==> src/rtl/fpna_cfg_loader.sv <==
// Serialises 8-bit host configuration words onto a slow cfg_clk/cfg_data link, MSB first,
// and strobes cfg_latch after the last word of a frame.
module fpna_cfg_loader #(
  parameter int unsigned CLK_DIV = 2
) (
  input  logic       clk,
  input  logic       rst,
  input  logic       in_valid,
  output logic       in_ready,
  input  logic [7:0] in_data,
  input  logic       in_last,
  output logic       cfg_clk,
  output logic       cfg_data,
  output logic       cfg_latch,
  output logic       busy,
  output logic [7:0] word_cnt
);

  typedef enum logic [1:0] {StIdle, StShiftLo, StShiftHi, StLatch} state_e;

  localparam logic [3:0] DivLast = 4'(CLK_DIV - 1);

  state_e     state_q, state_d;
  logic [7:0] shreg_q, shreg_d;
  logic       last_q, last_d;
  logic [2:0] bit_cnt_q, bit_cnt_d;
  logic [3:0] div_q, div_d;
  logic [7:0] word_cnt_q, word_cnt_d;
  logic       div_last;

  assign div_last = (div_q == DivLast);
  assign word_cnt = word_cnt_q;

  always_ff @(posedge clk or posedge rst) begin
    if (rst) begin
      state_q    <= StIdle;
      shreg_q    <= 8'h00;
      last_q     <= 1'b0;
      bit_cnt_q  <= 3'd0;
      div_q      <= 4'd0;
      word_cnt_q <= 8'h00;
    end else begin
      state_q    <= state_d;
      shreg_q    <= shreg_d;
      last_q     <= last_d;
      bit_cnt_q  <= bit_cnt_d;
      div_q      <= div_d;
      word_cnt_q <= word_cnt_d;
    end
  end

  always_comb begin
    state_d    = state_q;
    shreg_d    = shreg_q;
    last_d     = last_q;
    bit_cnt_d  = bit_cnt_q;
    div_d      = div_q;
    word_cnt_d = word_cnt_q;
    // Gated by rst so the host never sees a ready while reset is held.
    in_ready   = (state_q == StIdle) && !rst;
    busy       = (state_q != StIdle);
    cfg_clk    = 1'b0;
    cfg_data   = 1'b0;
    cfg_latch  = 1'b0;

    unique case (state_q)
      StIdle: begin
        if (in_valid && in_ready) begin
          shreg_d   = in_data;
          last_d    = in_last;
          bit_cnt_d = 3'd0;
          div_d     = 4'd0;
          state_d   = StShiftLo;
        end
      end
      StShiftLo: begin
        cfg_data = shreg_q[7];
        if (div_last) begin
          div_d   = 4'd0;
          state_d = StShiftHi;
        end else begin
          div_d = div_q + 4'd1;
        end
      end
      StShiftHi: begin
        cfg_clk  = 1'b1;
        cfg_data = shreg_q[7];
        if (div_last) begin
          // Shift only on leaving the high phase so data never moves while cfg_clk is high.
          div_d     = 4'd0;
          shreg_d   = {shreg_q[6:0], 1'b0};
          bit_cnt_d = bit_cnt_q + 3'd1;
          if (bit_cnt_q == 3'd7) begin
            word_cnt_d = word_cnt_q + 8'd1;
            state_d    = last_q ? StLatch : StIdle;
          end else begin
            state_d = StShiftLo;
          end
        end else begin
          div_d = div_q + 4'd1;
        end
      end
      StLatch: begin
        cfg_latch = 1'b1;
        if (div_last) begin
          div_d      = 4'd0;
          word_cnt_d = 8'h00;
          state_d    = StIdle;
        end else begin
          div_d = div_q + 4'd1;
        end
      end
      default: state_d = StIdle;
    endcase
  end

endmodule

==> config.mk <==
export PLATFORM = sky130hd
export DESIGN_NAME = fpna_cfg_loader
export DESIGN_NICKNAME = d
export VERILOG_FILES = /design/src/rtl/fpna_cfg_loader.sv
export SDC_FILE = /design/constraint.sdc
export NUM_CORES = 1
export LEC_CHECK = 0
export ABC_AREA = 1
export CAP_MARGIN = 20
export CORE_AREA = 5 5 58 60
export CTS_CLUSTER_SIZE = 12
export DETAILED_ROUTE_END_ITERATION = 6
export DIE_AREA = 0 0 63 65
export PLACE_DENSITY = 0.82
export SLEW_MARGIN = 25
export SYNTH_ARGS = -nofsm -noshare
export SYNTH_HDL_FRONTEND = slang
export SYNTH_SLANG_ARGS = --single-unit
export TNS_END_PERCENT = 20
==> constraint.sdc <==
create_clock -name clk -period 3.9 [get_ports clk]
set_clock_uncertainty 0.2 [all_clocks]
set_input_delay 0.39 -clock clk [delete_from_list [all_inputs] [get_ports clk]]
set_output_delay 0.39 -clock clk [all_outputs]
set_load 0.05 [all_outputs]
==> flow_summary.yaml <==
finish:
  final_nets: 245
  fillers: 267
  area_growth_pct: 20.0
  drive_above_1_share_pct: 7.62
  final_cell_mix: "nand2_1 (78), dfrtp_1 (26), clkdlybuf4s50_1 (24)"
  final_common_cell: "nand2_1"
  multiInputGateArea_um2: 737
  fin_area_um2: 1820
  regArea_um2: 651
  antenna_cells: 0
worst_hold_path:
  hold_class: "input pin to async pin"
cts:
  cts_setup_buffers: 0
  cts_max_path_buffers: 2
  insertion_delay_ps: 330
  cts_tree: "done"
  cts_hold_buf: 0
  clock_sinks: 26
  cts_buffers: 3
  cts.reportedPaths.clkPinSlew_ps: 150
  h-tree-depth: 1
  cts_root_buf: "clkbuf_4"
  post_cts_resized: 0
synth:
  synth_cells: 198
  ys_types: 19
  synth_warnings: 0
  synth-seq-cells: 26
  syn-num-nets: 219
  syn_area_per_cell_um2: 7.64
  yosysSeqAreaShare_pct: 43.0
  synth_area_um2: 1510
drt:
  highest_layer: "met4"
  dr_total_vias: 1327
  wire_per_inst_um: 11.4
  met3_length_um: 165
  drc_errors: 0
  final_antenna_net_count: 0
  totalWireLength_mm: 2.92
  drt-initial-drc-count: 59
  dr.pass1.iters: 4
  via_per_inst: 5.18
  m1WireLength_mm: 1.31
  wl_met2_mm: 1.40
timing:
  max_freq_mhz: 347
  rsz0062_at_grt: "false"
  finalWorstSetupSlack_ps: 1020
  slew_headroom_pct: 65.4
  period_needed_ps: 2880
  maxSlewViolCount: 0
  setup_viol: 0
  period_share_pct: 73.9
  finalSetupTns_ps: 0
  hold_viol: 0
  timing_worst_slew_pin_value_ps: 519
setup_path:
  worstReg2RegEnd: "word_cnt[7]"
  cp-end-kind: "output port"
  cp_slowest_stage_delay_ps: 830
  cp_top_family: "buffers and inverters"
  crit_slowest_cell: "clkdlybuf4s50_1"
  cp_common_cell: "inv_1"
  r2r-start: "state_q[0]"
  path_max_fanout: 6
  worst_r2r_path_depth: 9
  crit_chain: "inv_1, ha_1, inv_1, nor2_1, clkdlybuf4s50_1"
  startpoint_type: "flop"
  crit_type: "flop to output port"
  critPathArrivalTime_ps: 2290
  cp_data_required_time_ps: 3310
  rrSetupSlack_ps: 1700
  cp.buffers_inverters: 3
floorplanning:
  dieArea_um2: 4100
  initial_utilization_pct: 52.6
  die_h_um: 65
  core_area_um2: 2880
  die_w_um: 63
  top_level_ports: 25
  rows: 20
placed_design:
  gp_congestion: 0.797
  dp_hpwl_mm: 2.18
  port_buffers: 24
  preCtsSetupSlack_ps: 1400
  placed_cell_area_um2: 1760
status:
  status: "completed"
job:
  maxCapViolations: 0
global_route:
  grt_usage_pct: 16.1
  overflow: 0
  grt_pass1_wl_mm: 5.43
  grt_pass1_vias: 1315
  grt_max_degree: 28
  antenna_found_initial: 0
pwr:
  ir_drop_uv: 459
  powerDensity_nw_per_um2: 711
  leakage_uw: 0.000923
## area by class of cell
| type | instances | share of cell area, % |
|---|---|---|
| inverters | 23 | 4.76 |
| repair buffers | 25 | 13.6 |
| clock inverters | 1 | 1.65 |
| flip-flops and latches | 26 | 35.8 |
| clock buffers | 3 | 1.24 |
| well taps | 33 | 2.27 |
| multi-input cells | 145 | 40.6 |
## synthesized netlist by cell type
library cell | number | area, µm²
buf_2 | 1 | 5.00
nand2_1 | 78 | 293
inv_1 | 20 | 75.1
dfrtp_1 | 26 | 651
nand4_1 | 7 | 43.8
nor2_1 | 6 | 22.5
nand2_2 | 5 | 31.3
nand3_2 | 2 | 20.0
mux2_2 | 1 | 11.3
o21ai_1 | 2 | 10.0
o22ai_1 | 3 | 18.8
xor2_1 | 1 | 8.76
o21ai_0 | 7 | 35.0
nor2_4 | 1 | 11.3
xnor2_1 | 1 | 8.76
inv_2 | 3 | 11.3
nand3_1 | 22 | 110
buf_6 | 3 | 33.8
ha_1 | 9 | 113
## cells by family after synthesis
group,after synthesis,share of synthesized area (%)
and+or+nand+nor,121,35.2
buffers and inverters,27,8.27
DFF,26,43.0
AOI/OAI and AO/OA,12,4.22
adders and majority gates,9,7.44
xor gates and xnor gates,2,1.16
muxes,1,0.744
## layer usage
metal / vias up / global-route usage (%)
li1: 684 / -
met1: 599 / 18.9
met2: 37 / 28.7
met3: 7 / 2.43
met4: 0 / 7.16
met5: - / 0
## tightest hold or removal path: stages
cell and delay (ps):
clkdlybuf4s50_1 420, inv_1 60, buf_4 320
## how the worst max path moves through the flow
stage / depth (start not counted) / slack, ps / start / to
floorplan: 4 / 1550 / state_q[0] / in_ready
global placement: 5 / 1410 / state_q[1] / in_ready
detailed placement: 5 / 1400 / state_q[1] / in_ready
CTS: 5 / 1010 / state_q[1] / in_ready
global route: 5 / 890 / state_q[1] / in_ready
finish: 5 / 1020 / state_q[1] / in_ready
## state kept, by name (all words and copies together), names as in the netlist
register	count
state_q	2
shreg_q	8
bit_cnt_q	3
last_q	1
word_cnt	8
div_q	4
## metrics by stage
| step | utilization (%) | cells | total power, µW | hold slack [ps] |
|---|---|---|---|---|
| 5_1_grt | 63.1 | 256 | 1410 | 249 |
| 3_5_place_dp | 61.3 | 252 | 1110 | 261 |
| 3_3_place_gp | 61.3 | 252 | 1100 | 255 |
| 4_1_cts | 63.1 | 256 | 1300 | 248 |
| 2_1_floorplan | - | 198 | 971 | 242 |
| 6_report | 63.1 | 256 | 1290 | 224 |
## power breakdown
group	total, µW	leakage, µW	internal, µW	switching [µW]
sequential	433	0.000339	362	71.4
combinational	672	0.000556	219	453
clock	186	0.0000279	104	82.2
Power figures use the tool's default switching activity.
